<file path="src/rtl/pipeline_hazard_ctrl_if.sv">
// Hazard sequencer port bundle: hazard inputs from the pipeline and the
// stall/flush controls plus performance counters driven back to it.
interface pipeline_hazard_ctrl_if #(
  parameter int CNT_W = 32
);
  logic [4:0]       id_rs1_i;
  logic [4:0]       id_rs2_i;
  logic             id_use_rs1_i;
  logic             id_use_rs2_i;
  logic             ex_memread_i;
  logic [4:0]       ex_rd_i;
  logic             id_branch_taken_i;
  logic             dmem_req_i;
  logic             dmem_ack_i;
  logic             pc_write_o;
  logic             if_id_stall_o;
  logic             if_id_flush_o;
  logic             id_ex_stall_o;
  logic             id_ex_flush_o;
  logic             ex_mem_stall_o;
  logic             mem_wb_flush_o;
  logic             timeout_o;
  logic [CNT_W-1:0] lu_stall_cnt_o;
  logic [CNT_W-1:0] freeze_cnt_o;
  logic [CNT_W-1:0] flush_cnt_o;

  modport slave (
    input  id_rs1_i, id_rs2_i, id_use_rs1_i, id_use_rs2_i, ex_memread_i, ex_rd_i,
           id_branch_taken_i, dmem_req_i, dmem_ack_i,
    output pc_write_o, if_id_stall_o, if_id_flush_o, id_ex_stall_o, id_ex_flush_o,
           ex_mem_stall_o, mem_wb_flush_o, timeout_o, lu_stall_cnt_o, freeze_cnt_o,
           flush_cnt_o
  );

  modport master (
    output id_rs1_i, id_rs2_i, id_use_rs1_i, id_use_rs2_i, ex_memread_i, ex_rd_i,
           id_branch_taken_i, dmem_req_i, dmem_ack_i,
    input  pc_write_o, if_id_stall_o, if_id_flush_o, id_ex_stall_o, id_ex_flush_o,
           ex_mem_stall_o, mem_wb_flush_o, timeout_o, lu_stall_cnt_o, freeze_cnt_o,
           flush_cnt_o
  );
endinterface

</file>
<file path="src/rtl/pipeline_hazard_ctrl.sv">
// Hazard/stall sequencer for the 5-stage pipeline: load-use bubble, ID branch
// flush, and memory-wait freeze with watchdog, plus saturating hazard counters.
//
//   state    | meaning
//   RUN      | normal flow; a req without same-cycle ack enters MEM_WAIT
//   MEM_WAIT | data access outstanding; pipeline frozen until ack
module pipeline_hazard_ctrl #(
  parameter int unsigned TIMEOUT = 255,
  parameter int          CNT_W   = 32
) (
  input  logic                   clk_i,
  input  logic                   rst_i,
  pipeline_hazard_ctrl_if.slave  hz
);

  typedef enum logic {RUN = 1'b0, MEM_WAIT = 1'b1} state_t;

  localparam logic [15:0]      TIMEOUT_L = 16'(TIMEOUT);
  localparam logic [CNT_W-1:0] CNT_MAX   = '1;

  state_t           r_state;
  state_t           w_state_nxt;
  logic [15:0]      r_wait_cnt;
  logic [15:0]      w_wait_inc;
  logic             r_timeout;
  logic [CNT_W-1:0] r_lu_cnt;
  logic [CNT_W-1:0] r_frz_cnt;
  logic [CNT_W-1:0] r_fl_cnt;

  logic w_freeze;
  logic w_lu_raw;
  logic w_lu_eff;
  logic w_br_eff;

  logic w_pc_write;
  logic w_if_id_stall;
  logic w_if_id_flush;
  logic w_id_ex_stall;
  logic w_id_ex_flush;
  logic w_ex_mem_stall;
  logic w_mem_wb_flush;

  assign w_lu_raw = hz.ex_memread_i && (hz.ex_rd_i != 5'd0) &&
                    ((hz.id_use_rs1_i && (hz.id_rs1_i == hz.ex_rd_i)) ||
                     (hz.id_use_rs2_i && (hz.id_rs2_i == hz.ex_rd_i)));

  always_comb begin
    w_state_nxt = r_state;
    w_freeze    = 1'b0;
    case (r_state)
      RUN: begin
        if (hz.dmem_req_i && !hz.dmem_ack_i) begin
          w_state_nxt = MEM_WAIT;
          w_freeze    = 1'b1;
        end
      end
      MEM_WAIT: begin
        // A dropped req without ack is illegal; keep waiting for the ack.
        if (hz.dmem_ack_i) w_state_nxt = RUN;
        else               w_freeze    = 1'b1;
      end
      default: w_state_nxt = RUN;
    endcase
  end

  assign w_lu_eff = !w_freeze && w_lu_raw;
  assign w_br_eff = !w_freeze && !w_lu_raw && hz.id_branch_taken_i;

  always_comb begin
    w_pc_write     = 1'b1;
    w_if_id_stall  = 1'b0;
    w_if_id_flush  = 1'b0;
    w_id_ex_stall  = 1'b0;
    w_id_ex_flush  = 1'b0;
    w_ex_mem_stall = 1'b0;
    w_mem_wb_flush = 1'b0;
    if (rst_i) begin
      w_pc_write = 1'b0;
    end else if (w_freeze) begin
      w_pc_write     = 1'b0;
      w_if_id_stall  = 1'b1;
      w_id_ex_stall  = 1'b1;
      w_ex_mem_stall = 1'b1;
      w_mem_wb_flush = 1'b1;
    end else if (w_lu_eff) begin
      w_pc_write    = 1'b0;
      w_if_id_stall = 1'b1;
      w_id_ex_flush = 1'b1;
    end else if (w_br_eff) begin
      w_if_id_flush = 1'b1;
    end
  end

  assign w_wait_inc = (r_wait_cnt == 16'hFFFF) ? r_wait_cnt : r_wait_cnt + 16'd1;

  always_ff @(posedge clk_i) begin
    if (rst_i) begin
      r_state    <= RUN;
      r_wait_cnt <= 16'd0;
      r_timeout  <= 1'b0;
    end else begin
      r_state <= w_state_nxt;
      if (r_state == RUN) begin
        r_wait_cnt <= 16'd0;
      end else if (!hz.dmem_ack_i) begin
        r_wait_cnt <= w_wait_inc;
        if (w_wait_inc == TIMEOUT_L) r_timeout <= 1'b1;
      end
    end
  end

  always_ff @(posedge clk_i) begin
    if (rst_i) begin
      r_lu_cnt  <= '0;
      r_frz_cnt <= '0;
      r_fl_cnt  <= '0;
    end else begin
      if (w_lu_eff && (r_lu_cnt != CNT_MAX))  r_lu_cnt  <= r_lu_cnt + 1'b1;
      if (w_freeze && (r_frz_cnt != CNT_MAX)) r_frz_cnt <= r_frz_cnt + 1'b1;
      if (w_br_eff && (r_fl_cnt != CNT_MAX))  r_fl_cnt  <= r_fl_cnt + 1'b1;
    end
  end

  assign hz.pc_write_o     = w_pc_write;
  assign hz.if_id_stall_o  = w_if_id_stall;
  assign hz.if_id_flush_o  = w_if_id_flush;
  assign hz.id_ex_stall_o  = w_id_ex_stall;
  assign hz.id_ex_flush_o  = w_id_ex_flush;
  assign hz.ex_mem_stall_o = w_ex_mem_stall;
  assign hz.mem_wb_flush_o = w_mem_wb_flush;
  assign hz.timeout_o      = r_timeout;
  assign hz.lu_stall_cnt_o = r_lu_cnt;
  assign hz.freeze_cnt_o   = r_frz_cnt;
  assign hz.flush_cnt_o    = r_fl_cnt;

endmodule

</file>
<file path="src/flat_wrapper.sv">
// flat-port wrapper written by rule: the top's interface ports become plain ports
module pipeline_hazard_ctrl_flat 
#(
  parameter int unsigned TIMEOUT = 255,
  parameter int          CNT_W   = 32
)
  (clk_i, rst_i, hz_id_rs1_i, hz_id_rs2_i, hz_id_use_rs1_i, hz_id_use_rs2_i, hz_ex_memread_i, hz_ex_rd_i, hz_id_branch_taken_i, hz_dmem_req_i, hz_dmem_ack_i, hz_pc_write_o, hz_if_id_stall_o, hz_if_id_flush_o, hz_id_ex_stall_o, hz_id_ex_flush_o, hz_ex_mem_stall_o, hz_mem_wb_flush_o, hz_timeout_o, hz_lu_stall_cnt_o, hz_freeze_cnt_o, hz_flush_cnt_o);
  pipeline_hazard_ctrl_if #(.CNT_W(CNT_W)) hz_i ();
  input  logic clk_i;
  input  logic rst_i;
  input wire logic [$bits(hz_i.id_rs1_i)-1:0] hz_id_rs1_i;
  input wire logic [$bits(hz_i.id_rs2_i)-1:0] hz_id_rs2_i;
  input wire logic [$bits(hz_i.id_use_rs1_i)-1:0] hz_id_use_rs1_i;
  input wire logic [$bits(hz_i.id_use_rs2_i)-1:0] hz_id_use_rs2_i;
  input wire logic [$bits(hz_i.ex_memread_i)-1:0] hz_ex_memread_i;
  input wire logic [$bits(hz_i.ex_rd_i)-1:0] hz_ex_rd_i;
  input wire logic [$bits(hz_i.id_branch_taken_i)-1:0] hz_id_branch_taken_i;
  input wire logic [$bits(hz_i.dmem_req_i)-1:0] hz_dmem_req_i;
  input wire logic [$bits(hz_i.dmem_ack_i)-1:0] hz_dmem_ack_i;
  output wire logic [$bits(hz_i.pc_write_o)-1:0] hz_pc_write_o;
  output wire logic [$bits(hz_i.if_id_stall_o)-1:0] hz_if_id_stall_o;
  output wire logic [$bits(hz_i.if_id_flush_o)-1:0] hz_if_id_flush_o;
  output wire logic [$bits(hz_i.id_ex_stall_o)-1:0] hz_id_ex_stall_o;
  output wire logic [$bits(hz_i.id_ex_flush_o)-1:0] hz_id_ex_flush_o;
  output wire logic [$bits(hz_i.ex_mem_stall_o)-1:0] hz_ex_mem_stall_o;
  output wire logic [$bits(hz_i.mem_wb_flush_o)-1:0] hz_mem_wb_flush_o;
  output wire logic [$bits(hz_i.timeout_o)-1:0] hz_timeout_o;
  output wire logic [$bits(hz_i.lu_stall_cnt_o)-1:0] hz_lu_stall_cnt_o;
  output wire logic [$bits(hz_i.freeze_cnt_o)-1:0] hz_freeze_cnt_o;
  output wire logic [$bits(hz_i.flush_cnt_o)-1:0] hz_flush_cnt_o;
  assign hz_i.id_rs1_i = hz_id_rs1_i;
  assign hz_i.id_rs2_i = hz_id_rs2_i;
  assign hz_i.id_use_rs1_i = hz_id_use_rs1_i;
  assign hz_i.id_use_rs2_i = hz_id_use_rs2_i;
  assign hz_i.ex_memread_i = hz_ex_memread_i;
  assign hz_i.ex_rd_i = hz_ex_rd_i;
  assign hz_i.id_branch_taken_i = hz_id_branch_taken_i;
  assign hz_i.dmem_req_i = hz_dmem_req_i;
  assign hz_i.dmem_ack_i = hz_dmem_ack_i;
  assign hz_pc_write_o = hz_i.pc_write_o;
  assign hz_if_id_stall_o = hz_i.if_id_stall_o;
  assign hz_if_id_flush_o = hz_i.if_id_flush_o;
  assign hz_id_ex_stall_o = hz_i.id_ex_stall_o;
  assign hz_id_ex_flush_o = hz_i.id_ex_flush_o;
  assign hz_ex_mem_stall_o = hz_i.ex_mem_stall_o;
  assign hz_mem_wb_flush_o = hz_i.mem_wb_flush_o;
  assign hz_timeout_o = hz_i.timeout_o;
  assign hz_lu_stall_cnt_o = hz_i.lu_stall_cnt_o;
  assign hz_freeze_cnt_o = hz_i.freeze_cnt_o;
  assign hz_flush_cnt_o = hz_i.flush_cnt_o;
  pipeline_hazard_ctrl #(.TIMEOUT(TIMEOUT), .CNT_W(CNT_W)) u_core (.clk_i(clk_i), .rst_i(rst_i), .hz(hz_i));
endmodule
</file>
<file path="config.mk">
export PLATFORM = sky130hd
export DESIGN_NAME = pipeline_hazard_ctrl_flat
export DESIGN_NICKNAME = d
export VERILOG_FILES = /design/src/rtl/pipeline_hazard_ctrl_if.sv /design/src/rtl/pipeline_hazard_ctrl.sv /design/src/flat_wrapper.sv
export SDC_FILE = /design/constraint.sdc
export NUM_CORES = 1
export LEC_CHECK = 0
export BUFFER_PORTS_ARGS = -buffer_cell sky130_fd_sc_hd__buf_2
export CAP_MARGIN = 20
export CORE_UTILIZATION = 30
export CTS_CLUSTER_SIZE = 40
export DETAILED_ROUTE_END_ITERATION = 12
export MAX_ROUTING_LAYER = met4
export PLACE_DENSITY = 0.49
export SLEW_MARGIN = 40
export SYNTH_ARGS = -nofsm -noshare
export SYNTH_HDL_FRONTEND = slang
export SYNTH_SLANG_ARGS = --single-unit
</file>
<file path="constraint.sdc">
create_clock -name clk_i -period 2.55 [get_ports clk_i]
set_input_delay 0.51 -clock clk_i [delete_from_list [all_inputs] [get_ports clk_i]]
set_output_delay 0.51 -clock clk_i [all_outputs]
set_load 0.01 [all_outputs]
</file>
==> flow_summary.yaml <==
sta:
  fin_skew_ns: 0.00938
  period_minus_slack_ns: 2.43
  grt_setup_unrepaired: "false"
  hold_viol_final: 0
  tightestPinTransition_ns: 0.616
  relSlewSlack: 0.588
  post-route-period-util: 0.954
  max_freq_mhz: 411
  final_max_slew_viol_count: 0
  worst_slack_ns: 0.118
  setup_violations: 0
worst_setup_path:
  crit_top_cell: "buf_2"
  cpPeakStageDelay_ns: 0.55
  crit_fanout: 36
  critPathArrivalTime_ns: 1.92
  critical-path-top-delay-family: "simple AND/OR/NAND/NOR gates"
  worst-setup-path-type: "primary input to output port"
  cp_slowest_cell: "or4_4"
  timing.critical_path.to_type: "output port"
  cp.required_ns: 2.04
  critPathBufInv: 4
  startpoint_type: "primary input"
  cp_cell_sequence: "buf_2 > or4_4 > o21ai_2 > buf_4 > o21ai_4 > buf_12 > nor2_1 > buf_2"
cells_and_area:
  multiInputGateArea_um2: 3550
  area_growth_pct: 29.2
  drive_above_1_share: 0.242
  regArea_um2: 2280
  final_nets: 911
  utilization: 0.397
  stdcell_area_um2: 7750
  fillCellCount: 2069
placement:
  place_ws_ns: -0.00900
  dpl.hpwl_mm: 12.1
  port_buffers: 126
  place.gp.congestion: 0.780
  placed_area_um2: 7140
floorplanning:
  die-width_um: 143
  initial_core_util: 0.307
  fp.dieH_um: 143
  core.rowCount: 51
  die_area_um2: 20600
  core_area_um2: 19500
  num_io_pins: 127
route:
  viasPerCell: 5.06
  wl_met1_mm: 8.48
  via_count: 5886
  wl_met2_mm: 7.51
  top_layer: "met4"
  drc: 0
  wl_per_cell_um: 14.6
  first_pass_iters: 4
  drt_iter0_markers: 263
  ant_nets: 0
  routed_wl_mm: 17.0
  wl_met3_um: 752
cts:
  clk_pin_slew_ns: 0.06
  cts_tree: "yes"
  clk_path_buf_depth: 2
  clk_latency_ns: 0.42
  cts-root-buf: "clkbuf_16"
  h-tree-depth: 4
  cts.sinks: 114
  cts_made_buffers: 17
global_route:
  grt_pass1_vias: 5237
  grt_pass1_wl_mm: 27.4
  grt.total_usage: 0.175
  overflow: 0
  antenna_found_initial: 1
  grt_start_max_net_pins: 41
synthesis:
  syn-cell-area_um2: 6000
  synth_edf_count: 0
  avgSynthCellArea_um2: 8.13
  synth_warnings: 0
  ys_ff_latch: 114
  synthesis.nets: 765
  synthArstFlopShare: 0
  ys_seq_area_frac: 0.380
  synth_flop_cell: "dfxtp_1"
  synth.distinct_cells: 55
  synth_cells: 738
power:
  power-per-cell-area_nw_per_um2: 573
  total_power_uw: 4440
  ir_drop_v: 0.000440
  p_leak_uw: 0.00290
min_path:
  hold_class: "primary input to register"
outcome:
  status: "completed"
flow_run:
  cap_violations: 0
cell families (layout without fill, tap and decap cells):
logic type	Yosys count	count (layout)	share of synthesized area
AOI/OAI and AO/OA	142	142	0.139
adders and majority gates	4	4	0.00834
buffers and inverters	49	208	0.0338
xor gates and xnor gates	53	53	0.0774
other	0	1	0
muxes	11	11	0.0198
and+or+nand+nor	365	365	0.341
DFF	114	114	0.380
metrics by stage:
step | setup TNS (ns) | hold WS [ns] | cells
after floorplan | 0 | 0.489 | 738
after detailed placement | -0.00943 | 0.462 | 1130
after global placement | 0 | 0.465 | 1130
final | 0 | 0.349 | 1163
after CTS | 0 | 0.339 | 1162
after global routing | 0 | 0.352 | 1163
per-layer routing:
layer / track usage / vias to the layer above
li1: - / 3030
met1: 0.233 / 2726
met2: 0.255 / 112
met3: 0.0400 / 18
met4: 0.0638 / 0
met5: - / -
final timing paths:
kind	depth (start not counted)	slack (ns)	startpoint	endpoint
setup / recovery	8	0.12	hz_ex_rd_i[0]	hz_if_id_flush_o
hold reg to reg	2	0.48	u_core.hz.timeout_o$_SDFFE_PP0P_	u_core.hz.timeout_o$_SDFFE_PP0P_
setup reg to reg	6	0.25	u_core.hz.lu_stall_cnt_o[6]$_SDFFE_PP0P_	u_core.hz.lu_stall_cnt_o[25]$_SDFFE_PP0P_
hold / removal	2	0.35	rst_i	u_core.hz.lu_stall_cnt_o[7]$_SDFFE_PP0P_
cells in the mapped netlist, types with 20 or more instances:
library cell / count / share of area
nor2_1: 74 / 0.046
xor2_1: 26 / 0.038
clkbuf_1: 28 / 0.018
xnor2_1: 27 / 0.039
or3_1: 41 / 0.043
dfxtp_1: 114 / 0.38
or4_1: 20 / 0.025
nand4_1: 51 / 0.053
nand3_1: 43 / 0.036
a21oi_1: 61 / 0.051
o21ai_0: 38 / 0.032
nand2_1: 40 / 0.025
report_power, final:
group,total [µW],internal [µW],switching (µW)
clock,2440,1580,863
combinational,202,79.8,122
sequential,1800,1790,8.84
final cells by class:
type                       instances  share of cell area
clock inverter                    10              0.0171
antenna                            1            0.000323
clock buffer                      22              0.0599
timing repair buffer             165               0.123
sequential                       114               0.294
multi-input combinational        575               0.457
tap                              265              0.0428
inverter                          11             0.00533
registers in the layout, indices dropped and copies added, names as in the netlist:
register	flops
u_core.r_wait_cnt	16
u_core.hz.freeze_cnt_o	32
u_core.hz.timeout_o	1
u_core.r_state	1
u_core.hz.lu_stall_cnt_o	32
u_core.hz.flush_cnt_o	32
worst register-to-register path, cell delays in order (launching register included):
cell and delay [ns]:
dfxtp_1 0.41, and4_1 0.27, nand2_2 0.12, or3_4 0.39, or3_1 0.46, or4_1 0.43, a21oi_1 0.15
layout by cell type (no fill, tap or decap), types with 4 or more instances in the layout:
| cell | synthesis | final |
|---|---|---|
| and4_1 | 18 | 18 |
| nor3_1 | 18 | 18 |
| a31oi_1 | 5 | 5 |
| clkinv_2 | 0 | 4 |
| and2_1 | 9 | 9 |
| nor2_1 | 74 | 74 |
| a21oi_1 | 61 | 61 |
| nand3_1 | 43 | 43 |
| and3_1 | 16 | 16 |
| o21ai_0 | 38 | 38 |
| or4_1 | 20 | 19 |
| nand4_1 | 51 | 51 |
| clkbuf_16 | 0 | 17 |
| nand2b_1 | 8 | 8 |
| dfxtp_1 | 114 | 114 |
| nor2b_1 | 7 | 7 |
| o31ai_1 | 17 | 17 |
| buf_4 | 3 | 38 |
| xnor2_1 | 27 | 27 |
| inv_1 | 11 | 11 |
| mux2i_1 | 4 | 4 |
| ha_1 | 4 | 4 |
| buf_2 | 6 | 125 |
| or3_1 | 41 | 41 |
| xor2_1 | 26 | 26 |
| mux2_2 | 6 | 6 |
| nor4_1 | 8 | 8 |
| nand2_1 | 40 | 40 |
what timing repair did:
action	4_1_cts	5_1_grt
hold buffers	0	0
endpoints found under the setup margin	0	2
gates resized for setup	0	2
setup buffers	0	0
(Power assumes the default switching activity.)
